[src/rtl/ahb_aes_host_driver.sv]
// AHB-Lite initiator that loads keys and data blocks into the AES accelerator,
// polls its status register and returns the 128-bit result to a local client.
module ahb_aes_host_driver #(
  parameter logic [31:0] KEY_ADDR   = 32'h0000_0010,
  parameter logic [31:0] DATA_ADDR  = 32'h0000_0000,
  parameter logic [31:0] RES_ADDR   = 32'h0000_0020,
  parameter logic [31:0] STAT_ADDR  = 32'h0000_0030,
  parameter int unsigned RDY_BIT    = 0,
  parameter int unsigned POLL_LIMIT = 255
) (
  input  logic         HCLK,
  input  logic         HRESETn,
  input  logic         req_valid,
  output logic         req_ready,
  input  logic         req_is_key,
  input  logic [127:0] req_data,
  output logic         rsp_valid,
  input  logic         rsp_ready,
  output logic [127:0] rsp_data,
  output logic         err_pulse,
  output logic         tmo_pulse,
  output logic [31:0]  HADDR,
  output logic [31:0]  HWDATA,
  output logic [1:0]   HTRANS,
  output logic         HWRITE,
  output logic [2:0]   HSIZE,
  output logic [2:0]   HBURST,
  output logic [3:0]   HPROT,
  input  logic [31:0]  HRDATA,
  input  logic         HREADY,
  input  logic [1:0]   HRESP
);

  typedef enum logic [2:0] {
    S_IDLE, S_WADDR, S_WDATA, S_PADDR, S_PDATA, S_RADDR, S_RDATA, S_RESP
  } state_t;

  localparam logic [1:0] TR_IDLE   = 2'b00;
  localparam logic [1:0] TR_NONSEQ = 2'b10;
  localparam logic [7:0] POLL_MAX  = 8'(POLL_LIMIT);

  state_t       state, state_nxt;
  logic [127:0] req_lat;
  logic         is_key;
  logic [1:0]   idx;
  logic [7:0]   poll_cnt;
  logic [31:0]  req_word;
  logic [31:0]  word_off;
  logic [31:0]  wr_base;
  logic         bus_err;
  logic         err_evt;
  logic         tmo_evt;

  assign HSIZE    = 3'b010;
  assign HBURST   = 3'b000;
  assign HPROT    = 4'b0011;
  assign bus_err  = (HRESP != 2'b00);
  assign word_off = {28'd0, idx, 2'b00};
  assign wr_base  = is_key ? KEY_ADDR : DATA_ADDR;

  always_comb begin
    req_word = '0;
    unique case (idx)
      2'd0: req_word = req_lat[127:96];
      2'd1: req_word = req_lat[95:64];
      2'd2: req_word = req_lat[63:32];
      2'd3: req_word = req_lat[31:0];
    endcase
  end

  always_ff @(posedge HCLK or negedge HRESETn) begin
    if (!HRESETn) state <= S_IDLE;
    else          state <= state_nxt;
  end

  // Address is held through the data phase so wait states never present a new address.
  always_comb begin
    state_nxt = state;
    HTRANS    = TR_IDLE;
    HWRITE    = 1'b0;
    HADDR     = '0;
    req_ready = 1'b0;
    rsp_valid = 1'b0;
    err_evt   = 1'b0;
    tmo_evt   = 1'b0;
    unique case (state)
      S_IDLE: begin
        req_ready = 1'b1;
        if (req_valid) state_nxt = S_WADDR;
      end
      S_WADDR: begin
        HTRANS = TR_NONSEQ;
        HWRITE = 1'b1;
        HADDR  = wr_base + word_off;
        if (HREADY) state_nxt = S_WDATA;
      end
      S_WDATA: begin
        HWRITE = 1'b1;
        HADDR  = wr_base + word_off;
        if (HREADY) begin
          if (bus_err) begin
            err_evt   = 1'b1;
            state_nxt = S_IDLE;
          end else if (idx == 2'd3) begin
            state_nxt = is_key ? S_IDLE : S_PADDR;
          end else begin
            state_nxt = S_WADDR;
          end
        end
      end
      S_PADDR: begin
        HTRANS = TR_NONSEQ;
        HADDR  = STAT_ADDR;
        if (HREADY) state_nxt = S_PDATA;
      end
      S_PDATA: begin
        HADDR = STAT_ADDR;
        if (HREADY) begin
          if (bus_err) begin
            err_evt   = 1'b1;
            state_nxt = S_IDLE;
          end else if (HRDATA[RDY_BIT]) begin
            state_nxt = S_RADDR;
          end else if (poll_cnt + 8'd1 == POLL_MAX) begin
            tmo_evt   = 1'b1;
            state_nxt = S_IDLE;
          end else begin
            state_nxt = S_PADDR;
          end
        end
      end
      S_RADDR: begin
        HTRANS = TR_NONSEQ;
        HADDR  = RES_ADDR + word_off;
        if (HREADY) state_nxt = S_RDATA;
      end
      S_RDATA: begin
        HADDR = RES_ADDR + word_off;
        if (HREADY) begin
          if (bus_err) begin
            err_evt   = 1'b1;
            state_nxt = S_IDLE;
          end else if (idx == 2'd3) begin
            state_nxt = S_RESP;
          end else begin
            state_nxt = S_RADDR;
          end
        end
      end
      S_RESP: begin
        rsp_valid = 1'b1;
        if (rsp_ready) state_nxt = S_IDLE;
      end
      default: state_nxt = S_IDLE;
    endcase
  end

  always_ff @(posedge HCLK or negedge HRESETn) begin
    if (!HRESETn) begin
      req_lat   <= '0;
      is_key    <= 1'b0;
      idx       <= '0;
      poll_cnt  <= '0;
      HWDATA    <= '0;
      rsp_data  <= '0;
      err_pulse <= 1'b0;
      tmo_pulse <= 1'b0;
    end else begin
      err_pulse <= err_evt;
      tmo_pulse <= tmo_evt;
      unique case (state)
        S_IDLE: begin
          if (req_valid) begin
            req_lat  <= req_data;
            is_key   <= req_is_key;
            idx      <= '0;
            poll_cnt <= '0;
          end
        end
        S_WADDR: if (HREADY) HWDATA <= req_word;
        // idx wraps 3 -> 0 here, which is exactly the start index for the result reads.
        S_WDATA: if (HREADY) idx <= idx + 2'd1;
        S_PDATA: begin
          if (HREADY && !bus_err && !HRDATA[RDY_BIT]) poll_cnt <= poll_cnt + 8'd1;
        end
        S_RDATA: begin
          if (HREADY) begin
            if (bus_err) begin
              rsp_data <= '0;
            end else begin
              unique case (idx)
                2'd0: rsp_data[127:96] <= HRDATA;
                2'd1: rsp_data[95:64]  <= HRDATA;
                2'd2: rsp_data[63:32]  <= HRDATA;
                2'd3: rsp_data[31:0]   <= HRDATA;
              endcase
              idx <= idx + 2'd1;
            end
          end
        end
        default: ;
      endcase
    end
  end

endmodule

[config.mk]
export PLATFORM = sky130hd
export DESIGN_NAME = ahb_aes_host_driver
export DESIGN_NICKNAME = d
export VERILOG_FILES = /design/src/rtl/ahb_aes_host_driver.sv
export SDC_FILE = /design/constraint.sdc
export NUM_CORES = 1
export LEC_CHECK = 0
export CORE_ASPECT_RATIO = 1.75
export CORE_MARGIN = 2
export CORE_UTILIZATION = 45
export DETAILED_ROUTE_END_ITERATION = 16
export HOLD_SLACK_MARGIN = 0.15
export PLACE_DENSITY = 0.78
export REMOVE_ABC_BUFFERS = 1
export SLEW_MARGIN = 30
export SYNTH_ARGS = -nofsm -noshare
export SYNTH_HDL_FRONTEND = slang
export SYNTH_SLANG_ARGS = --single-unit
[constraint.sdc]
create_clock -name HCLK -period 4.1 [get_ports HCLK]
set_input_delay 0.82 -clock HCLK [delete_from_list [all_inputs] [get_ports HCLK]]
set_output_delay 0.82 -clock HCLK [all_outputs]
set_load 0.01 [all_outputs]
==> out/qor.csv, run 1 <==
stage;metric;value;unit
power;switching_share;0.297;
clock_tree;root_buffer;clkbuf_16;
logic_synthesis;ys_async_sr_fraction;1.00;
logic_synthesis;avgSynthCellArea;13.3;sq um
worst_setup_path;rr_endpoint;rsp_data[126];
clock_tree;clock_sinks;304;
logic_synthesis;synth_area;13000;sq um
clock_tree;hold_buffers;0;
power;p_comb_frac;0.339;
power;p_clk_frac;0.250;
detailed_routing;routed_wl;33000;microns
clock_tree;cts_buffers;28;
floorplan;io_pins;377;
floorplan;die_area;30200;sq um
worst_setup_path;cp.arrival;2.69;ns
sta;grt_setup_unrepaired;no;
clock_tree;ctsResizeCount;0;
detailed_routing;vias_per_cell;5.31;
sta;tightest_slew;0.919;ns
logic_synthesis;yosysMostFrequentCell;dfrtp_1;
clock_tree;path_clk_slew;0.07;ns
worst_setup_path;r2r_slack;1.47;ns
status;status;completed;
clock_tree;cts_tree;yes;
sta;fin_skew;0.00941;ns
grt;grt_max_degree;131;
clock_tree;h-tree-depth;1;
sta;setup_ws;0.587;ns
floorplan;rows;82;
sta;hold_slack;0.212;ns
sta;relSlewSlack;0.387;
floorplan;core_area;28500;sq um
sta;finalMaxSlewViolations;0;
power;fin_total_pwr;12.1;mW
power;p_leak;7.61;nW
logic_synthesis;synth.distinct_cells;53;
cells_and_area;fin_util;0.616;
logic_synthesis;synth_common_cells;dfrtp_1 (304), mux2_2 (257), buf_4 (51), nor2_1 (43), o21ai_0 (42);
cells_and_area;fin_cells;1687;
worst_setup_path;end_kind;output port;
logic_synthesis;synth_warnings;0;
worst_setup_path;path_max_fanout;25;
logic_synthesis;synth-seq-cells;304;
power;switching_power;3.58;mW
logic_synthesis;synthCells;972;
detailed_routing;dr.pass1.iters;6;
placement;placedCellCount;1632;
logic_synthesis;seq_area_frac_synth;0.587;
cells_and_area;final_nets;1458;
sta;hold_viol;0;
floorplan;die_w;132;microns
detailed_routing;drc;0;
worst_setup_path;crit_required;3.28;ns
sta;post-route-min-period;3.51;ns
placement;io_buffers;337;
grt;grt_usage;0.219;
grt;grt-ovfl-total;0;
logic_synthesis;synth-edff-count;0;
grt;grt_pass1_vias;9580;
detailed_routing;vias;8950;
logic_synthesis;synth_area_leaders;dfrtp_1 (59%), mux2_2 (22%), buf_4 (3.0%);
clock_tree;post-cts-setup-buffers;0;
sta;fin_tns_setup;0;ns
cells_and_area;nFillCells;2320;
placement;place_congestion;0.785;
sta;max_freq;0.285;GHz
placement;hpwl;22400;microns
floorplan;die_h;228;microns
worst_setup_path;crit_type;register to output port;
worst_setup_path;reg2reg_from;state[1];
cells_and_area;final_cell_area;17600;sq um
logic_synthesis;synth_area_leader_cell;dfrtp_1;
floorplan;initial_core_util;0.454;
power;internal-power;8.50;mW
flow_run;cap_violations;0;
detailed_routing;drt_iter0_drc;415;
logic_synthesis;synth_ff_type;dfrtp_1;
power;vdd_drop_max;426;uV
power;power_density;687;nW/um^2
cells_and_area;drive_gt1_frac;0.255;
clock_tree;clk_latency;0.55;ns
grt;antenna_found_initial;6;
placement;dp_slack;0.971;ns
worst_setup_path;critPathLaunchType;register;
cells_and_area;synthToLayoutAreaGrowth;35.7;%
power;p_seq_frac;0.411;
logic_synthesis;synth_top_area_share;0.587;
sta;fin_crit_sh;0.857;
hold_path;hp-class;input pin to async pin;
clock_tree;cts.path.max_buffers;3;
placement;placed_area;16500;sq um
worst_setup_path;reg2reg_depth;5;
detailed_routing;detail-route-antenna-nets;0;
grt;grt_pass1_wl;52600;microns
sta;finalSetupViolations;0;
detailed_routing;wire_per_inst;19.5;microns
registers in the layout, indices dropped and copies added, names as in the netlist:
signal / flops
tmo_pulse: 1
HWDATA: 32
rsp_data: 128
req_lat: 128
err_pulse: 1
state: 3
idx: 2
poll_cnt: 8
is_key: 1
per-layer routing:
metal  global-route usage  routed length (microns)  up-vias  share of wire
met4               0.0951                     1270        2          0.039
met1                0.241                    11900     4526           0.36
li1                     -                        -     4015              -
met3               0.0461                     2140       75          0.065
met5                    0                       13        -        0.00039
met2                0.403                    17600      332           0.53
cells in the final DEF (no fill, tap or decap), types with 2 or more instances in the layout:
cell type / count
clkdlybuf4s50_1: 336
dfrtp_1: 304
mux2_2: 257
nor2_1: 42
o21ai_0: 42
nand2_1: 39
conb_1: 39
a21oi_1: 37
and2_1: 35
a222oi_1: 32
clkbuf_16: 29
bufinv_16: 8
buf_4: 8
inv_1: 6
clkinv_2: 6
ha_1: 5
clkbuf_8: 5
diode_2: 4
and3_1: 4
nor3_1: 4
o21a_2: 4
nand3b_1: 4
nor2b_1: 3
xnor2_1: 3
nor3b_1: 3
o21bai_1: 3
buf_12: 3
or2_2: 2
nand3_1: 2
nand4_1: 2
a31oi_1: 2
mux2i_1: 2
or3_1: 2
a211oi_1: 2
power by group through the flow:
stage               registers (mW)  logic (mW)  clock network [mW]
CTS                           4.97        4.15                3.09
global placement              4.95        4.03                   0
finish                        4.97        4.10                3.02
floorplan                     5.07        2.03                   0
detailed placement            5.01        4.12                   0
global route                  5.13        4.45                3.19
cell families (layout without fill, tap and decap cells):
group	count (synthesis)	count (layout)	synth area share
flip-flops	304	304	0.587
multiplexers	259	259	0.225
AND/OR/NAND/NOR	152	152	0.0598
AO/OA/AOI/OAI	136	136	0.0712
buffers and inverters	109	405	0.0480
adder cells (fa/ha/maj)	6	6	0.00579
XOR/XNOR	4	4	0.00270
other	2	43	0.000580
layout make-up:
cell class	count	area (sq um)	area share
Sequential cell	304	7610	0.433
Clock inverter	16	287	0.0163
Inverter	6	22.5	0.00128
Timing Repair Buffer	348	3500	0.199
Antenna cell	4	10.0	0.000569
Tap cell	378	473	0.0269
Multi-Input combinational cell	596	4890	0.278
Clock buffer	35	798	0.0454
worst max path at each step:
| stage | startpoint | end | depth (start not counted) | slack (ns) |
|---|---|---|---|---|
| 3_3_place_gp | HREADY | rsp_data[109] | 5 | 1.07 |
| 2_1_floorplan | req_valid | poll_cnt[3] | 4 | -5.37 |
| 4_1_cts | state[2] | HADDR[4] | 3 | 0.58 |
| 3_5_place_dp | HREADY | rsp_data[126] | 5 | 0.97 |
| 6_report | state[2] | HADDR[4] | 3 | 0.59 |
| 5_1_grt | state[2] | HADDR[4] | 3 | 0.51 |
worst max-delay path, stage by stage, from the launching register on:
cell	delay (ns)
dfrtp_1	0.80
or3b_2	0.53
o21ai_0	0.16
clkdlybuf4s50_1	0.66
Power figures use the tool's default switching activity.
==> inputs of run 2 (changes only) <==
--- a/config.mk
+++ b/config.mk
@@ -7,10 +7,10 @@
 export LEC_CHECK = 0
 export CORE_ASPECT_RATIO = 1.75
 export CORE_MARGIN = 2
-export CORE_UTILIZATION = 45
+export CORE_UTILIZATION = 50
 export DETAILED_ROUTE_END_ITERATION = 16
 export HOLD_SLACK_MARGIN = 0.15
-export PLACE_DENSITY = 0.78
+export PLACE_DENSITY = 0.86
 export REMOVE_ABC_BUFFERS = 1
 export SLEW_MARGIN = 30
 export SYNTH_ARGS = -nofsm -noshare
==> run 2 against run 1 <==
  * Clock skew up 0.0060 ns
  * Combinational power up 3%
  * Die area down 9.8%
  * Fmax up 1.7%
  * Critical path depth up 1
  * Non-clock buffer count up 11
  * Register-to-register slack worse by 0.03 ns
  * Sequential share of layout area down 0.15 points
  * Final area up 0.36%
  * Global-route usage up 2.6 points
  * First-iteration DRC count up 30%
  * Highest routed layer unchanged
==> out/qor.csv, run 2 (same netlist as run 1, synthesis figures left out) <==
stage;metric;value;unit
status;status;completed;
cells_and_area;drive_gt1_frac;0.260;
floorplan;die_area;27300;sq um
sta;grt_setup_unrepaired;no;
hold_path;hp-class;input pin to async pin;
cells_and_area;nFillCells;1807;
sta;finalSetupViolations;0;
clock_tree;post-cts-setup-buffers;0;
worst_setup_path;cp_num_buf_inv;1;
cells_and_area;final_cell_area;17600;sq um
detailed_routing;detail-route-antenna-nets;0;
sta;max_freq;0.289;GHz
cells_and_area;multi_input_area;4880;sq um
detailed_routing;vias;9078;
placement;io_buffers;337;
grt;grt_pass1_vias;9831;
placement;place_congestion;0.834;
sta;hold_viol;0;
worst_setup_path;critPathLaunchType;register;
sta;fin_skew;0.0154;ns
worst_setup_path;reg2reg_from;state[1];
grt;grt_pass1_wl;53000;microns
placement;placed_area;16500;sq um
cells_and_area;synthToLayoutAreaGrowth;36.2;%
worst_setup_path;end_kind;output port;
floorplan;core_area;25700;sq um
cells_and_area;final_common_cell;clkdlybuf4s50_1;
power;vdd_drop_max;498;uV
sta;relSlewSlack;0.419;
clock_tree;root_buffer;clkbuf_16;
detailed_routing;routed_wl;34300;microns
detailed_routing;dr.pass1.iters;6;
placement;hpwl;23100;microns
clock_tree;h-tree-depth;1;
cells_and_area;final_cell_mix;clkdlybuf4s50_1 (336), dfrtp_1 (304), mux2_2 (257);
power;p_leak;7.68;nW
cells_and_area;register_area;7610;sq um
detailed_routing;vias_per_cell;5.52;
grt;grt_max_degree;127;
power;power_density;693;nW/um^2
sta;post-route-min-period;3.46;ns
cells_and_area;top_regs;req_lat x128, rsp_data x128, HWDATA x32;
sta;tightest_slew;0.872;ns
detailed_routing;drt_iter0_drc;540;
grt;grt-ovfl-total;0;
clock_tree;cts_tree;yes;
floorplan;initial_core_util;0.505;
worst_setup_path;path_max_fanout;18;
detailed_routing;wire_per_inst;20.8;microns
worst_setup_path;critPathMaxStageDelay;0.71;ns
sta;fin_crit_sh;0.843;
floorplan;rows;78;
grt;antenna_found_initial;8;
clock_tree;clk_latency;0.55;ns
grt;grt_usage;0.245;
cells_and_area;fin_util;0.687;
clock_tree;path_clk_slew;0.07;ns
floorplan;die_w;126;microns
detailed_routing;drc;0;
worst_setup_path;reg2reg_depth;4;
worst_setup_path;r2r_slack;1.44;ns
clock_tree;cts_buffers;28;
worst_setup_path;crit_type;register to output port;
worst_setup_path;critPathTopFamily;simple AND/OR/NAND/NOR gates;
floorplan;io_pins;377;
worst_setup_path;cp.arrival;2.64;ns
worst_setup_path;path_cells;and2b_1 > or2_2 > and2_1 > clkdlybuf4s50_1;
worst_setup_path;crit_required;3.28;ns
cells_and_area;final_nets;1469;
worst_setup_path;rr_endpoint;rsp_data[40];
clock_tree;clock_sinks;304;
floorplan;die_h;217;microns
flow_run;cap_violations;0;
sta;finalMaxSlewViolations;0;
clock_tree;cts.path.max_buffers;3;
clock_tree;hold_buffers;0;
worst_setup_path;cpMaxStageDelayCell;dfrtp_1;
clock_tree;ctsResizeCount;0;
[run 2: worst register-to-register path, delay by kind of cell (launching register included)]
family	cells	cell delay [ns]
muxes	1	0.46
DFF	1	0.76
and+or+nand+nor	2	0.59
AOI/OAI and AO/OA	1	0.73
[run 2: cell type report]
| class | instances | share of cell area |
|---|---|---|
| tap | 320 | 0.0227 |
| antenna | 9 | 0.00128 |
| sequential | 304 | 0.431 |
| timing repair buffer | 359 | 0.204 |
| clock buffer | 35 | 0.0458 |
| multi-input combinational | 596 | 0.277 |
| inverter | 6 | 0.00128 |
| clock inverter | 17 | 0.0170 |
[run 2: metal layers]
metal	GRT usage	vias to the layer above	routed length, microns
met1	0.266	4506	11900
met5	0	-	13
met4	0.142	2	1880
met3	0.0516	108	2390
li1	-	4052	-
met2	0.439	410	18000
[run 2: per-stage QoR]
| stage | instances | TNS (ns) | setup WS, ns | power, mW | hold slack, ns |
|---|---|---|---|---|---|
| global placement | 1584 | 0 | 1.06 | 8.96 | 0.463 |
| global route | 1646 | 0 | 0.571 | 12.9 | 0.184 |
| floorplan | 906 | -655.86 | -5.37 | 7.10 | 0.480 |
| finish | 1646 | 0 | 0.645 | 12.2 | 0.169 |
| CTS | 1636 | 0 | 0.614 | 12.3 | 0.409 |
| detailed placement | 1584 | 0 | 0.963 | 9.17 | 0.471 |
[run 2: how the worst max path moves through the flow]
stage	from	depth (start not counted)	end
floorplan	req_valid	4	poll_cnt[3]
global placement	HREADY	4	rsp_data[54]
detailed placement	HREADY	4	rsp_data[45]
CTS	state[0]	4	HADDR[3]
global route	state[0]	4	HADDR[3]
finish	state[0]	4	HADDR[2]
[run 2: power by group]
group          switching [mW]  leakage (nW)  internal (mW)
logic                    1.80          3.24           2.41
registers               0.715          3.90           4.23
clock network            1.17         0.538           1.90
total                    3.68          7.68           8.54
==> RTL change 1, RTL diff (flow settings as in run 2) <==
Register the input `req_is_key` before use, cleared by the reset. The logic sees it one clock later. The other inputs are not delayed to match.
--- a/src/rtl/ahb_aes_host_driver.sv
+++ b/src/rtl/ahb_aes_host_driver.sv
@@ -39,6 +39,16 @@
   localparam logic [1:0] TR_NONSEQ = 2'b10;
   localparam logic [7:0] POLL_MAX  = 8'(POLL_LIMIT);
 
+  logic req_is_key_q;
+
+  always_ff @(posedge HCLK or negedge HRESETn) begin
+    if (!HRESETn) begin
+      req_is_key_q <= '0;
+    end else begin
+      req_is_key_q <= req_is_key;
+    end
+  end
+
   state_t       state, state_nxt;
   logic [127:0] req_lat;
   logic         is_key;
@@ -172,7 +182,7 @@
         S_IDLE: begin
           if (req_valid) begin
             req_lat  <= req_data;
-            is_key   <= req_is_key;
+            is_key   <= req_is_key_q;
             idx      <= '0;
             poll_cnt <= '0;
           end
Formal check against the unedited RTL: not equivalent (Yosys sat finds a counterexample within 4 cycles, from zero or initial values and one cycle with HRESETn low).
==> RTL change 1 against run 2 <==
- sequential cell count grew 1
- worst hold slack gained 0.085 ns
- via count grew 12%
- power grew 0.57%
- synthesized area grew 1.2%
- setup slack gained 0.19 ns
- design area shrank 1.2%
- clock power shrank 14%
- non-clock buffer count shrank 5
- wire length is essentially flat
- largest cell class unchanged
==> RTL change 1: results (changes against run 2) <==
stage	metric	value	unit	change
global_routing	GRT met2 Usage	45.0	%	+1.1 points
power_and_ir_drop	Leak	8.39	nW	+9.2%
final_layout	ANT cells	0		-9
placed_design	HPWL Detailed	23500	um	+1.8%
final_layout	fin nets	1720		+17%
global_routing	GR Util All Layers	24.6	%	+0.065 points
synthesis	Adder-Cell Fraction of Synth Area	0.572	%	-0.0070 points
setup_path	CP arrival	2.45	ns	-0.19 ns
global_routing	vias in the first global route	10599		+7.8%
global_routing	initial antenna violation count	0		-8
global_routing	M1 GR Usage	27.8	%	+1.2 points
drt	WL/cell	18.2	um	-13%
timing	Clock Skew	0.0207	ns	+0.00529 ns
synthesis	mux cell area share after synthesis	11.0	%	-12 points
global_routing	global-route wire length before repair	54700	um	+3.1%
power_and_ir_drop	maximum VDD drop	473	uV	-5.2%
min_path	Hold Crit Class	in -> async		
synthesis	Async S/R FF share, synth	100	%	unchanged
outcome	outcome	finished, final reports clean		
power_and_ir_drop	Pwr Total	12.3	mW	+0.57%
synthesis	area fraction in compound gates after synthesis	7.62	%	+0.51 points
global_routing	largest net degree at the start of global routing	88		-31%
drt	DRT iter0 DRCs	709		+31%
synthesis	XOR/XNOR Fraction of Synth Area	0.267	%	-0.0033 points
drt	Via Count	10172		+12%
synthesis	main area contributors after synthesis	dfrtp_1 58%, nand2_1 12%, mux2_1 11%		
placed_design	RD Place Congestion	0.871		+4.4%
cts	Clock Tree Root	clkbuf_16		
global_routing	met3 Use GR	3.70	%	-1.5 points
final_layout	share of post-route cells with drive strength above 1	5.12	%	-21 points
cts	total clock buffers created by CTS	27		-3.6%
synthesis	most frequent cells after synthesis	427 x nand2_1, 305 x dfrtp_1, 128 x mux2_1		
## RTL change 1: changes by cell type after synthesis, moves of 10 or more
cell / before / now
buf_4: 51 / 41
buf_6: 0 / 12
clkbuf_1: 34 / 47
mux2_1: 0 / 128
mux2_2: 257 / 0
nand2_1: 39 / 427
## RTL change 1: path summary, 6_finish.rpt
path,start,to,slack (ns),cells after the start
hold / removal,HRESETn,req_lat[119]$_DFFE_PN0P_,0.25,1
hold reg to reg,req_is_key_q$_DFF_PN0_,is_key$_DFFE_PN0P_,0.45,2
min in group HCLK,req_is_key_q$_DFF_PN0_,is_key$_DFFE_PN0P_,0.45,2
setup reg to reg,state[0]$_DFFE_PN0P_,req_lat[125]$_DFFE_PN0P_,1.72,5
max in group asynchronous,HRESETn,rsp_data[9]$_DFFE_PN0P_,2.80,2
setup / recovery,state[0]$_DFFE_PN0P_,HADDR[4],0.83,5
## RTL change 1: kinds of logic (layout without fill, tap and decap cells)
family / after synthesis / count (layout)
simple gates: 532 / 532
flops: 305 / 305
compound gates: 142 / 142
mux: 128 / 128
buf+inv: 123 / 407
fa+ha+maj: 6 / 6
xor+xnor: 4 / 4
other cells: 2 / 39
## RTL change 1: worst max-delay path, stage by stage, from the launching register on
cell             delay (ns)
dfrtp_1                0.76
inv_1                  0.19
nor2_1                 0.14
a21oi_1                0.04
o21ai_0                0.20
clkdlybuf4s50_1        0.57
## RTL change 1: final cells by class
cell class / count / area (um2)
Clock inverter: 7 / 135
Sequential cell: 305 / 7630
Multi-Input combinational cell: 851 / 4920
Clock buffer: 39 / 781
Timing Repair Buffer: 354 / 3530
Tap cell: 320 / 400
Fill cell: 1922 / 8440
Inverter: 7 / 26.3
## RTL change 1: routing by layer
layer	wire [um]	vias up
li1	-	4648
met5	0	-
met4	1610	0
met1	12200	4987
met2	18200	443
met3	2220	94
## RTL change 1: where the power goes
part	switching, mW	internal [mW]
clock network	1.08	1.56
logic	2.25	2.29
registers	0.829	4.29
## RTL change 1: metrics by stage
step	cells	hold slack [ns]	worst slack [ns]	utilization, %	cell area, um2
after floorplan	1163	0.414	0.582	-	12600
after global placement	1837	0.427	1.33	63.8	16500
after detailed placement	1837	0.438	1.24	63.8	16500
after CTS	1883	0.292	0.787	67.4	17400
after global routing	1883	0.316	0.650	67.4	17400
final	1883	0.255	0.832	67.4	17400
==> RTL change 2, RTL diff (flow settings as in run 2) <==
Without the edit above. The parameter `POLL_LIMIT` goes from 255 to 191.
--- a/src/rtl/ahb_aes_host_driver.sv
+++ b/src/rtl/ahb_aes_host_driver.sv
@@ -6,7 +6,7 @@
   parameter logic [31:0] RES_ADDR   = 32'h0000_0020,
   parameter logic [31:0] STAT_ADDR  = 32'h0000_0030,
   parameter int unsigned RDY_BIT    = 0,
-  parameter int unsigned POLL_LIMIT = 255
+  parameter int unsigned POLL_LIMIT = 191
 ) (
   input  logic         HCLK,
   input  logic         HRESETn,
Check against the original RTL: no difference found for any inputs over 4 cycles, from zero or initial values and one cycle with HRESETn low; that may be too few to reach the edited logic, so the function may still have changed.
==> RTL change 2 against run 2 <==
- power fell by 4.4%
- design area shrank 1.1%
- wire length shrank 2.9%
- sequential power about the same
- sequential cell count did not move
- setup slack worse by 0.027 ns
- synthesized area increased by 1.2%
==> RTL change 2: results (changes against run 2) <==
stage	metric	value	unit	change
outcome	outcome	finished, final reports clean		
setup_path	worst setup path endpoint	HADDR[4]		
cts	Clock Tree Root	clkbuf_16		
setup_path	reg2reg end	rsp_data[34]$_DFFE_PN0P_		
timing	final hold vios	0		unchanged
drt	final WL	33200	um	-2.9%
synthesis	Syn Area/Cell	13.5	um2	+1.5%
timing	Clock Skew	0.0101	ns	-0.00536 ns
cts	Clock H-tree levels	1		unchanged
synthesis	Async S/R FF share, synth	100	%	unchanged
global_routing	largest net degree at the start of global routing	112		-12%
cts	total clock buffers created by CTS	28		unchanged
global_routing	vias in the first global route	9603		-2.3%
final_layout	filler cell count	1838		+1.7%
drt	Via Count	8975		-1.1%
synthesis	Yosys cell types	59		+11%
setup_path	R2R Setup Slk	1.67	ns	+0.23 ns
power_and_ir_drop	Leak	7.63	nW	-0.63%
power_and_ir_drop	maximum VDD drop	530	uV	+6.3%
cts	CTS clk-pin slew, worst paths	0.07	ns	about the same
setup_path	Setup crit start	state[0]$_DFFE_PN0P_		
global_routing	initial antenna violation count	3		-5
setup_path	CP Max Fanout	18		unchanged
setup_path	worst r2r src	state[1]$_DFFE_PN0P_		
min_path	Hold Crit Class	in -> async		
global_routing	global-route wire length before repair	52300	um	-1.4%
cts	clock tree buffer depth	3		unchanged
final_layout	fin nets	1461		-0.54%
setup_path	CP arrival	2.66	ns	+0.02 ns
synthesis	main area contributors after synthesis	dfrtp_1 58%, mux2_2 12%, mux2_1 11%		
cts	Resize count post-CTS	0		unchanged
timing	WHS	0.324	ns	+0.155 ns
final_layout	top flop regs	req_lat (128), rsp_data (128), HWDATA (32)		
cts	postcts setup bufs	0		unchanged
placed_design	IO buf count	337		unchanged
setup_path	reg2reg path depth	4		unchanged
final_layout	Cell Count, Final, Fillers Out	1632		-0.85%
timing	relative slew slack	41.5	%	-0.40 points
setup_path	Critical Path Max Stage Delay	0.74	ns	+0.03 ns
global_routing	GR Util All Layers	23.7	%	-0.83 points
setup_path	CP max stage cell	dfrtp_1		
synthesis	Synth warnings	0		unchanged
synthesis	sequential share of the synthesized area	58.0	%	-0.72 points
final_layout	share of post-route cells with drive strength above 1	16.1	%	-10 points
placed_design	HPWL Detailed	23400	um	+1.5%
drt	1st-pass router iterations	5		-1
cts	Clk Latency, worst-skew pair	0.55	ns	about the same
synthesis	most frequent cells after synthesis	304 x dfrtp_1, 134 x mux2_2, 123 x mux2_1		
placed_design	RD Place Congestion	0.845		+1.4%
drt	DRT iter0 DRCs	397		-26%
global_routing	GR Overflow Total	0		unchanged
-- RTL change 2: layout make-up --
cell class                 instances  area (um2)  share of cell area (%)
multi-input combinational        595        4920                    28.2
clock buffer                      40         807                    4.62
tap                              320         400                    2.29
timing repair buffer             352        3530                    20.2
inverter                           6        22.5                   0.129
antenna                            4        10.0                  0.0573
clock inverter                    11         161                   0.925
sequential                       304        7610                    43.6
-- RTL change 2: cells by family (layout without fill, tap and decap cells) --
group                      Yosys count  in the layout  share of synthesized area (%)
DFF                                304            304                           58.0
and+or+nand+nor                    153            153                           6.14
AOI/OAI and AO/OA                  134            134                           7.08
xor gates and xnor gates             3              3                          0.200
other                                2             43                         0.0572
muxes                              260            260                           22.3
adders and majority gates            6              6                          0.572
buffers and inverters              108            409                           5.67
-- RTL change 2: metal layers --
metal	vias up	track usage [%]	routed length (um)	part of all wire, %
met2	370	42.9	17700	53
met3	64	5.65	2590	7.8
met1	4526	26.8	11800	36
met5	-	0	0	0
li1	4015	-	-	-
met4	0	8.97	1100	3.3
-- RTL change 2: per-stage QoR --
stage | cell area [um2] | utilization, % | setup slack, ns
after detailed placement | 16500 | 63.7 | 1.23
after global placement | 16500 | 63.7 | 1.25
after global routing | 17500 | 67.5 | 0.560
after floorplan | 12500 | - | -2.10
after CTS | 17400 | 67.5 | 0.677
final | 17500 | 67.5 | 0.617
-- RTL change 2: power breakdown --
| part | switching [mW] | internal [mW] |
|---|---|---|
| Combinational | 1.74 | 2.26 |
| Sequential | 0.728 | 4.22 |
| Clock | 1.11 | 1.62 |
-- RTL change 2: critical path, delay by kind of cell, from the launching register on --
| kind | cells | cell delay (ns) |
|---|---|---|
| buf+inv | 2 | 0.81 |
| flops | 1 | 0.74 |
| compound gates | 2 | 0.43 |
| simple gates | 1 | 0.14 |
